File: config.mk
export PLATFORM = sky130hd
export DESIGN_NAME = mem_bus_ctrl_flat
export DESIGN_NICKNAME = d
export VERILOG_FILES = /design/src/rtl/pdp11_bus_pkg.sv /design/src/rtl/mem_bus_ctrl_if.sv /design/src/rtl/bus_timeout_ctr.sv /design/src/rtl/mem_bus_ctrl.sv /design/src/flat_wrapper.sv
export SDC_FILE = /design/constraint.sdc
export NUM_CORES = 1
export LEC_CHECK = 0
export CELL_PAD_IN_SITES_DETAIL_PLACEMENT = 0
export CELL_PAD_IN_SITES_GLOBAL_PLACEMENT = 2
export CORE_AREA = 2 2 89 176
export CTS_CLUSTER_SIZE = 14
export DETAILED_ROUTE_END_ITERATION = 8
export DIE_AREA = 0 0 91 178
export HOLD_SLACK_MARGIN = 0.03
export PLACE_DENSITY = 0.81
export SYNTH_ARGS = -nofsm -noshare
export SYNTH_HDL_FRONTEND = slang
export SYNTH_HIERARCHICAL = 1
export SYNTH_SLANG_ARGS = --single-unit
File: constraint.sdc
create_clock -name clk -period 2.83 [get_ports clk]
set_clock_uncertainty 0.1 [all_clocks]
set_input_delay 0.566 -clock clk [delete_from_list [all_inputs] [get_ports clk]]
set_output_delay 0.566 -clock clk [all_outputs]
set_load 0.02 [all_outputs]
File: src/rtl/pdp11_bus_pkg.sv
`default_nettype none
// ----------------------------------------------------------------------------
// pdp11_bus_pkg : shared types and constants for the PDP-11 bus sequencer (rev 1.0)
// ----------------------------------------------------------------------------
package pdp11_bus_pkg;

  typedef enum logic [1:0] {
    ST_IDLE = 2'd0,
    ST_BUS  = 2'd1,
    ST_DONE = 2'd2,
    ST_ERR  = 2'd3
  } bus_state_e;

  typedef logic [1:0] err_cause_t;

  localparam err_cause_t  ERR_ODD     = 2'b01;
  localparam err_cause_t  ERR_TMO     = 2'b10;
  localparam logic [15:0] BUS_ERR_VEC = 16'o000004;

  // Byte reads return the addressed lane right-justified; the ALU sign-extends.
  function automatic logic [15:0] fmt_rdata(input logic [15:0] d,
                                            input logic        byte_acc,
                                            input logic        odd);
    if (!byte_acc) return d;
    return odd ? {8'h00, d[15:8]} : {8'h00, d[7:0]};
  endfunction

endpackage
`default_nettype wire

File: src/rtl/mem_bus_ctrl_if.sv
`default_nettype none
// ----------------------------------------------------------------------------
// mem_bus_ctrl_if : datapath request and slave bus signal bundle (rev 1.0)
// ----------------------------------------------------------------------------
interface mem_bus_ctrl_if;
  import pdp11_bus_pkg::*;

  // Datapath side (byte_acc carries the "byte" request bit; byte is a keyword)
  logic        req;
  logic        we;
  logic        byte_acc;
  logic [15:0] addr;
  logic [15:0] wdata;
  logic [15:0] rdata;
  logic        done;
  logic        bus_err;
  err_cause_t  err_cause;
  logic [15:0] err_addr;

  // Slave side
  logic        m_sel;
  logic        m_we;
  logic        m_bytew;
  logic [15:0] m_addr;
  logic [15:0] m_wdata;
  logic [15:0] m_rdata;
  logic        m_ack;

  modport master (
    input  req, we, byte_acc, addr, wdata, m_rdata, m_ack,
    output rdata, done, bus_err, err_cause, err_addr,
           m_sel, m_we, m_bytew, m_addr, m_wdata
  );

  modport slave (
    output req, we, byte_acc, addr, wdata, m_rdata, m_ack,
    input  rdata, done, bus_err, err_cause, err_addr,
           m_sel, m_we, m_bytew, m_addr, m_wdata
  );

endinterface
`default_nettype wire

File: src/rtl/bus_timeout_ctr.sv
`default_nettype none
// ----------------------------------------------------------------------------
// bus_timeout_ctr : wait-state counter flagging expiry at TIMEOUT-1 (rev 1.0)
// ----------------------------------------------------------------------------
module bus_timeout_ctr #(
  parameter int TIMEOUT = 16,
  parameter int CNT_W   = 8
) (
  input  logic clk,
  input  logic reset_n,
  input  logic clr_i,
  input  logic en_i,
  output logic expired_o
);

  localparam logic [CNT_W-1:0] LIMIT = CNT_W'(TIMEOUT - 1);

  logic [CNT_W-1:0] cnt_q;
  logic [CNT_W-1:0] cnt_d;

  always_comb begin
    cnt_d = cnt_q;
    if (clr_i)     cnt_d = '0;
    else if (en_i) cnt_d = cnt_q + CNT_W'(1);
  end

  always_ff @(posedge clk or negedge reset_n) begin
    if (!reset_n) cnt_q <= '0;
    else          cnt_q <= cnt_d;
  end

  assign expired_o = (cnt_q == LIMIT);

endmodule
`default_nettype wire

File: src/rtl/mem_bus_ctrl.sv
`default_nettype none
// ----------------------------------------------------------------------------
// mem_bus_ctrl : PDP-11 memory bus sequencer with odd-address/timeout traps (rev 1.0)
// ----------------------------------------------------------------------------
module mem_bus_ctrl
  import pdp11_bus_pkg::*;
#(
  parameter int TIMEOUT = 16,
  parameter int CNT_W   = 8
) (
  input  logic           clk,
  input  logic           reset_n,
  mem_bus_ctrl_if.master bus
);

  bus_state_e  state_q;
  logic [15:0] addr_q;
  logic        byte_q;

  logic [15:0] rdata_q;
  logic        done_q;
  logic        bus_err_q;
  err_cause_t  err_cause_q;
  logic [15:0] err_addr_q;
  logic        m_sel_q;
  logic        m_we_q;
  logic        m_bytew_q;
  logic [15:0] m_addr_q;
  logic [15:0] m_wdata_q;

  logic        tmo_clr;
  logic        tmo_en;
  logic        tmo_expired;

  assign tmo_clr = (state_q != ST_BUS);
  assign tmo_en  = (state_q == ST_BUS) && !bus.m_ack;

  bus_timeout_ctr #(
    .TIMEOUT (TIMEOUT),
    .CNT_W   (CNT_W)
  ) u_tmo (
    .clk       (clk),
    .reset_n   (reset_n),
    .clr_i     (tmo_clr),
    .en_i      (tmo_en),
    .expired_o (tmo_expired)
  );

  always_ff @(posedge clk or negedge reset_n) begin
    if (!reset_n) begin
      state_q     <= ST_IDLE;
      addr_q      <= '0;
      byte_q      <= 1'b0;
      rdata_q     <= '0;
      done_q      <= 1'b0;
      bus_err_q   <= 1'b0;
      err_cause_q <= '0;
      err_addr_q  <= '0;
      m_sel_q     <= 1'b0;
      m_we_q      <= 1'b0;
      m_bytew_q   <= 1'b0;
      m_addr_q    <= '0;
      m_wdata_q   <= '0;
    end else begin
      done_q    <= 1'b0;
      bus_err_q <= 1'b0;
      case (state_q)
        ST_IDLE: begin
          if (bus.req) begin
            addr_q <= bus.addr;
            byte_q <= bus.byte_acc;
            // Odd word addresses trap before any slave sees the cycle.
            if (!bus.byte_acc && bus.addr[0]) begin
              state_q     <= ST_ERR;
              bus_err_q   <= 1'b1;
              err_cause_q <= ERR_ODD;
              err_addr_q  <= bus.addr;
            end else begin
              state_q   <= ST_BUS;
              m_sel_q   <= 1'b1;
              m_we_q    <= bus.we;
              m_bytew_q <= bus.byte_acc;
              m_addr_q  <= bus.addr;
              m_wdata_q <= bus.byte_acc ? {bus.wdata[7:0], bus.wdata[7:0]} : bus.wdata;
            end
          end
        end
        ST_BUS: begin
          // Ack takes priority over an expiry landing in the same cycle.
          if (bus.m_ack || tmo_expired) begin
            m_sel_q   <= 1'b0;
            m_we_q    <= 1'b0;
            m_bytew_q <= 1'b0;
            m_addr_q  <= '0;
            m_wdata_q <= '0;
          end
          if (bus.m_ack) begin
            state_q <= ST_DONE;
            done_q  <= 1'b1;
            rdata_q <= fmt_rdata(bus.m_rdata, byte_q, addr_q[0]);
          end else if (tmo_expired) begin
            state_q     <= ST_ERR;
            bus_err_q   <= 1'b1;
            err_cause_q <= ERR_TMO;
            err_addr_q  <= addr_q;
          end
        end
        ST_DONE: state_q <= ST_IDLE;
        ST_ERR:  state_q <= ST_IDLE;
        default: state_q <= ST_IDLE;
      endcase
    end
  end

  assign bus.rdata     = rdata_q;
  assign bus.done      = done_q;
  assign bus.bus_err   = bus_err_q;
  assign bus.err_cause = err_cause_q;
  assign bus.err_addr  = err_addr_q;
  assign bus.m_sel     = m_sel_q;
  assign bus.m_we      = m_we_q;
  assign bus.m_bytew   = m_bytew_q;
  assign bus.m_addr    = m_addr_q;
  assign bus.m_wdata   = m_wdata_q;

endmodule
`default_nettype wire

File: src/flat_wrapper.sv
// flat-port wrapper written by rule: the top's interface ports become plain ports
module mem_bus_ctrl_flat import pdp11_bus_pkg::*;
#(
  parameter int TIMEOUT = 16,
  parameter int CNT_W   = 8
)
  (clk, reset_n, bus_req, bus_we, bus_byte_acc, bus_addr, bus_wdata, bus_m_rdata, bus_m_ack, bus_rdata, bus_done, bus_bus_err, bus_err_cause, bus_err_addr, bus_m_sel, bus_m_we, bus_m_bytew, bus_m_addr, bus_m_wdata);
  mem_bus_ctrl_if bus_i ();
  input  logic clk;
  input  logic reset_n;
  input wire logic [$bits(bus_i.req)-1:0] bus_req;
  input wire logic [$bits(bus_i.we)-1:0] bus_we;
  input wire logic [$bits(bus_i.byte_acc)-1:0] bus_byte_acc;
  input wire logic [$bits(bus_i.addr)-1:0] bus_addr;
  input wire logic [$bits(bus_i.wdata)-1:0] bus_wdata;
  input wire logic [$bits(bus_i.m_rdata)-1:0] bus_m_rdata;
  input wire logic [$bits(bus_i.m_ack)-1:0] bus_m_ack;
  output wire logic [$bits(bus_i.rdata)-1:0] bus_rdata;
  output wire logic [$bits(bus_i.done)-1:0] bus_done;
  output wire logic [$bits(bus_i.bus_err)-1:0] bus_bus_err;
  output wire logic [$bits(bus_i.err_cause)-1:0] bus_err_cause;
  output wire logic [$bits(bus_i.err_addr)-1:0] bus_err_addr;
  output wire logic [$bits(bus_i.m_sel)-1:0] bus_m_sel;
  output wire logic [$bits(bus_i.m_we)-1:0] bus_m_we;
  output wire logic [$bits(bus_i.m_bytew)-1:0] bus_m_bytew;
  output wire logic [$bits(bus_i.m_addr)-1:0] bus_m_addr;
  output wire logic [$bits(bus_i.m_wdata)-1:0] bus_m_wdata;
  assign bus_i.req = bus_req;
  assign bus_i.we = bus_we;
  assign bus_i.byte_acc = bus_byte_acc;
  assign bus_i.addr = bus_addr;
  assign bus_i.wdata = bus_wdata;
  assign bus_i.m_rdata = bus_m_rdata;
  assign bus_i.m_ack = bus_m_ack;
  assign bus_rdata = bus_i.rdata;
  assign bus_done = bus_i.done;
  assign bus_bus_err = bus_i.bus_err;
  assign bus_err_cause = bus_i.err_cause;
  assign bus_err_addr = bus_i.err_addr;
  assign bus_m_sel = bus_i.m_sel;
  assign bus_m_we = bus_i.m_we;
  assign bus_m_bytew = bus_i.m_bytew;
  assign bus_m_addr = bus_i.m_addr;
  assign bus_m_wdata = bus_i.m_wdata;
  mem_bus_ctrl #(.TIMEOUT(TIMEOUT), .CNT_W(CNT_W)) u_core (.clk(clk), .reset_n(reset_n), .bus(bus_i));
endmodule
==> results of run 1 <==
-- registers in the layout, indices dropped and copies added (netlist names) --
register and count:
u_core/byte_q 1, u_core/bus.m_we 1, u_core/state_q 2, u_core/bus.m_bytew 1
u_core/bus.rdata 16, u_core/u_tmo/cnt_q 8, u_core/bus.m_sel 1, u_core/bus.m_addr 16
u_core/bus.m_wdata 16, u_core/bus.err_cause 2, u_core/bus.bus_err 1, u_core/bus.done 1
u_core/bus.err_addr 16, u_core/addr_q 16
-- how the worst max path moves through the flow --
| stage | startpoint | endpoint | slack [ps] | cells past startpoint |
|---|---|---|---|---|
| final | u_core/u_tmo/cnt_q[0] | u_core/bus.err_addr[5] | 240 | 7 |
| after detailed placement | bus_req | u_core/bus.m_addr[10] | 180 | 5 |
| after floorplan | u_core/u_tmo/cnt_q[0] | u_core/bus.err_addr[10] | 590 | 8 |
| after CTS | u_core/u_tmo/cnt_q[0] | u_core/bus.err_addr[8] | 270 | 7 |
| after global placement | bus_req | u_core/bus.m_addr[14] | 260 | 5 |
| after global routing | u_core/u_tmo/cnt_q[0] | u_core/bus.err_addr[1] | 100 | 7 |
-- final cells by class --
| class | count | area [um^2] | share of cell area, % |
|---|---|---|---|
| clock inverters | 7 | 101 | 1.63 |
| repair buffers | 140 | 1400 | 22.4 |
| multi-input cells | 256 | 1710 | 27.4 |
| flip-flops and latches | 98 | 2450 | 39.4 |
| inverters | 27 | 101 | 1.63 |
| clock buffers | 9 | 225 | 3.62 |
| well taps | 195 | 244 | 3.92 |
-- cell families (layout without fill, tap and decap cells) --
| family | after synthesis | count (layout) | synth area share (%) |
|---|---|---|---|
| xor gates and xnor gates | 4 | 4 | 0.801 |
| muxes | 82 | 82 | 19.9 |
| buffers and inverters | 49 | 183 | 5.17 |
| AOI/OAI and AO/OA | 30 | 30 | 4.06 |
| and+or+nand+nor | 139 | 139 | 13.8 |
| DFF | 98 | 98 | 56.0 |
| adders and majority gates | 1 | 1 | 0.286 |
-- metal layers --
layer	vias up	track usage (%)
met5	-	0
met4	0	4.36
met2	85	28.4
met3	7	3.89
li1	1574	-
met1	1650	16.4
-- power by group through the flow --
stage | Sequential, W | Combinational (W) | Clock (W)
finish | 0.00236 | 0.00302 | 0.00133
global placement | 0.00236 | 0.00301 | 0
floorplan | 0.00287 | 0.00110 | 0
CTS | 0.00237 | 0.00308 | 0.00137
detailed placement | 0.00239 | 0.00307 | 0
global route | 0.00244 | 0.00324 | 0.00144
-- per-stage QoR --
| step | setup slack, ps | area, um^2 | hold WS, ps | instances | utilization [%] |
|---|---|---|---|---|---|
| 2_1_floorplan | 585 | 4380 | 170 | 403 | - |
| 3_3_place_gp | 256 | 5900 | 352 | 716 | 39.8 |
| 6_report | 238 | 6230 | 167 | 732 | 42.0 |
| 4_1_cts | 267 | 6230 | 200 | 732 | 42.0 |
| 3_5_place_dp | 185 | 5900 | 362 | 716 | 39.8 |
| 5_1_grt | 102 | 6230 | 205 | 732 | 42.0 |
-- cells in the final DEF, fill, tap and decap left out, drive strengths merged, types with 2 or more instances in the layout --
cell type,n
mux2,40
inv,29
nand2,96
clkinv,2
nand4,4
a21o,2
nor2,17
nand2b,9
bufinv,2
a21oi,4
buf,17
nor2b,2
mux2i,42
clkdlybuf4s50,123
or3,3
o21ai,21
nand3,2
clkbuf,9
xor2,3
dfrtp,98
==> impl_metrics.tcl, run 1 <==
set metrics [dict create \
    detailroute.wirelength.met3_um 634 \
    syn2layout_area_growth_pct 42.3 \
    worstPathRequired_ps 2960 \
    power_switching_w 0.00246 \
    die_width_um 91 \
    drt-total-wl_mm 11.9 \
    clock_buffer_count_from_cts 9 \
    internal_power_w 0.00425 \
    critPathMaxFanout 14 \
    relSlewSlack_pct 52.7 \
    flip_flop_cell_with_the_highest_count_after_synthesis "dfrtp_1" \
    syn_avg_cell_area_um2 10.9 \
    post_synth_instance_area_um2 4380 \
    critPathTopFamily "simple AND/OR/NAND/NOR gates" \
    gp_congestion 0.782 \
    wl_met2_mm 6.76 \
    layout_min_cycle_time_ps 2590 \
    yosys.cell_count.top_type "dfrtp_1" \
    post_synth_most_frequent_cells "dfrtp_1, nand2_1, mux2i_1" \
    floorplan.initialDensity_pct 29.5 \
    asr_flop_ratio_synth_pct 100 \
    finalCritPeriodShare_pct 91.6 \
    first_global_vias 3464 \
    drt_drc_violations_left 0 \
    row_cnt 63 \
    drive_gt1_share_pct 12.3 \
    highest_attainable_clock_frequency_mhz 386 \
    synth_area_leader_cell "dfrtp_1" \
    syn-num-nets 458 \
    hpwl_mm 8.77 \
    timing.critical_path.arrival_ps 2720 \
    startpoint_type "flop" \
    top_signal_layer_used "met4" \
    critical_path_class "flop to flop" \
    cts_tree "done" \
    rsz_0062_raised_after_global_routing "false" \
    max_cap_viol_count 0 \
    firstDrtPassIters 4 \
    final_net_count 587 \
    portBuffers 124 \
    cts.repair_timing.setup_buffer_count 0 \
    track_usage_pct 15.1 \
    die_height_um 178 \
    timing_max_transition_violations_final 0 \
    r2r.worst_path.cells 7 \
    power_switching_share_pct 36.6 \
    clk_root_buffer_cell "clkbuf_16" \
    final.setup.tns_ps 0 \
    grt.overflow.total 0 \
    status "finished, final reports clean" \
    end_kind "flop" \
    cp_num_buf_inv 1 \
    clock_tree.htree_level_count 3 \
    grt_first_pass_wirelength_mm 18.8 \
    met1Wirelength_mm 4.34 \
    post_synth_num_cell_types 33 \
    worstMarginPinSlew_ps 710 \
    synth-seq-cells 98 \
    die_area_um2 16200 \
    cts_num_sinks 98 \
    combinationalPowerShare_pct 45.0 \
    share_of_power_burned_in_registers_pct 35.1 \
    synth_enable_flop_cells 0 \
    postSynthCellCount 403 \
    critical_path.cell_chain "ha_1 > nand4b_1 > nor4_1 > nor4bb_1 > a21o_1 > buf_12 > mux2_2" \
    final_hold_viol_count 0 \
    first_iter_violations 141 \
    ys_seq_area_share_pct 56.0 \
    coreArea_um2 14800 \
    regToRegStartpoint "u_core/u_tmo/cnt_q[0]" \
    r2r_setup_slack_ps 240 \
    static-leakage-power_nw 2.89 \
    hold_path_class "primary input to asynchronous set/reset pin" \
    vias 3316 \
    synth_top_cells_by_area "dfrtp_1, mux2i_1, nand2_1, mux2_2, mux2_1" \
    critical_path.reg2reg.endpoint "u_core/bus.err_addr[5]" \
    worst_setup_hold_path_clk_slew_ps 70 \
    post_cts_resized 0 \
    final_antenna_net_count 0 \
    p_per_area_nw_per_um2 1080 \
    route.detailed.vias_per_inst 4.53 \
    ioPinCount 125 \
    clock_tree.buffer_depth 2 \
    route.detailed.wl_per_inst_um 16.2 \
    timing.final.setup_violations 0 \
    fillers 1451 \
    grt_max_degree 51 \
    worstSkewPairLatency_ps 340 \
    yosysTopAreaCellShare_pct 56.0 \
    timing.critical_path.slowest_cell_delay_ps 460 \
    cpMaxStageDelayCell "nor4bb_1" \
    ys_warn_count 6 \
    total_power_w 0.00671 \
    p_clk_share_pct 19.9 \
    ir_drop_v 0.000351 \
    hold_buffers 0 \
    number_of_antenna_violations_at_the_first_check_in_global_routing 0 \
    antenna-diode-count 0 \
]
(Power assumes the default switching activity.)
==> run 2, diff against run 1 <==
PLACE_DENSITY = unset   (was 0.81)
PLACE_DENSITY_LB_ADDON = 0.1   (was unset)
==> impl_metrics.tcl, run 2 (same netlist as run 1, synthesis figures left out) <==
set metrics [dict create \
    status "finished, final reports clean" \
    end_kind "flop" \
    hold_buffers 0 \
    vias 3262 \
    grt_max_degree 48 \
    worstMarginPinSlew_ps 508 \
    timing.critical_path.arrival_ps 2720 \
    clock_tree.htree_level_count 3 \
    clock_buffer_count_from_cts 9 \
    route.detailed.wl_per_inst_um 15.9 \
    drt-total-wl_mm 11.6 \
    critical_path_class "flop to flop" \
    drive_gt1_share_pct 11.9 \
    worstPathRequired_ps 2960 \
    layout_min_cycle_time_ps 2590 \
    die_area_um2 16200 \
    critPathMaxFanout 17 \
    clk_root_buffer_cell "clkbuf_16" \
    coreArea_um2 14800 \
    cts_num_sinks 98 \
    final.setup.tns_ps 0 \
    relSlewSlack_pct 65.7 \
    worst_setup_hold_path_clk_slew_ps 70 \
    rsz_0062_raised_after_global_routing "false" \
    number_of_antenna_violations_at_the_first_check_in_global_routing 0 \
    final_util_pct 41.9 \
    row_cnt 63 \
    final_antenna_net_count 0 \
    floorplan.initialDensity_pct 29.5 \
    first_iter_violations 76 \
    post_cts_resized 0 \
    highest_attainable_clock_frequency_mhz 386 \
    gp_congestion 0.742 \
    p_clk_share_pct 19.2 \
    grt_first_pass_wirelength_mm 18.5 \
    hold_path_class "flop to flop" \
    cts_tree "done" \
    clock_tree.buffer_depth 2 \
    final_net_count 586 \
    startpoint_type "flop" \
    max_cap_viol_count 0 \
    ioPinCount 125 \
    die_width_um 91 \
    p_per_area_nw_per_um2 1060 \
    final_hold_viol_count 0 \
    timing.final.setup_violations 0 \
    ir_drop_v 0.000427 \
    hpwl_mm 8.43 \
    timing_max_transition_violations_final 0 \
    firstDrtPassIters 4 \
    portBuffers 124 \
    combinationalPowerShare_pct 45.2 \
    cts.repair_timing.setup_buffer_count 0 \
    static-leakage-power_nw 2.87 \
    layout.cells.most_common "clkdlybuf4s50_1" \
    internal_power_w 0.00417 \
    power_switching_share_pct 36.8 \
    share_of_power_burned_in_registers_pct 35.6 \
    track_usage_pct 14.8 \
    power_switching_w 0.00242 \
    syn2layout_area_growth_pct 41.9 \
    fillers 1519 \
    drt_drc_violations_left 0 \
    first_global_vias 3368 \
    most_frequent_cells_in_the_layout "clkdlybuf4s50_1, dfrtp_1, nand2_1" \
    total_power_w 0.00660 \
    die_height_um 178 \
    grt.overflow.total 0 \
    worstSkewPairLatency_ps 340 \
    finalCritPeriodShare_pct 91.6 \
    route.detailed.vias_per_inst 4.46 \
]
==> run 2: cell types whose count changed in the layout (fill, tap and decap cells not counted) <==
cell | before | now
diode_2 | 0 | 1
buf_4 | 14 | 12
bufinv_16 | 2 | 1
clkinv_2 | 1 | 0
clkinv_4 | 1 | 2
dlygate4sd3_1 | 0 | 1
inv_8 | 1 | 0
clkbuf_8 | 0 | 1
inv_6 | 1 | 2
==> run 2: final cells by class <==
class | count | area (um^2) | share of cell area, %
Antenna cell | 1 | 2.50 | 0.0403
Clock buffer | 10 | 239 | 3.85
Clock inverter | 6 | 72.6 | 1.17
Inverter | 27 | 101 | 1.63
Multi-Input combinational cell | 256 | 1710 | 27.5
Sequential cell | 98 | 2450 | 39.5
Tap cell | 195 | 244 | 3.93
Timing Repair Buffer | 139 | 1390 | 22.4
==> run 2: routing by layer <==
metal | global-route usage, % | part of all wire [%] | vias up
met5 | 0 | 0 | -
met4 | 5.18 | 1.2 | 0
met3 | 4.01 | 5.4 | 6
met2 | 26.8 | 54 | 96
met1 | 16.5 | 39 | 1588
li1 | - | - | 1572
==> run 2: final timing paths <==
path	from	to	slack (ps)	cells past startpoint
worst max-delay path	u_core/u_tmo/cnt_q[0]	u_core/bus.err_addr[12]	240	8
worst max register to register	u_core/u_tmo/cnt_q[0]	u_core/bus.err_addr[12]	240	8
max in group asynchronous	reset_n	u_core/addr_q[14]	1360	3
min in group asynchronous	reset_n	u_core/bus.m_wdata[4]	580	2
worst min register to register	u_core/addr_q[15]	u_core/addr_q[15]	370	2
worst min-delay path	u_core/addr_q[15]	u_core/addr_q[15]	370	2
==> run 2: power groups by stage <==
stage               sequential (W)  combinational (W)  clock [W]
floorplan                  0.00287            0.00110          0
global placement           0.00238            0.00300          0
detailed placement         0.00239            0.00304          0
CTS                        0.00237            0.00305    0.00133
global route               0.00243            0.00321    0.00138
finish                     0.00235            0.00298    0.00127
==> run 2: per-stage QoR <==
step | worst slack [ps] | area (um^2) | std cells | hold WS, ps
floorplan | 585 | 4380 | 403 | 170
global placement | 252 | 5880 | 714 | 352
detailed placement | 251 | 5880 | 714 | 360
CTS | 237 | 6200 | 730 | 30.4
global route | 54.8 | 6210 | 731 | 396
finish | 237 | 6210 | 732 | 374
==> run 2: critical path: stages, from the launching register on <==
cell and delay [ps]:
dfrtp_1 430, ha_1 230, nand4b_1 100, nor4_1 300, buf_4 190, nor4bb_1 420
a21o_1 190, buf_12 170, mux2_2 350
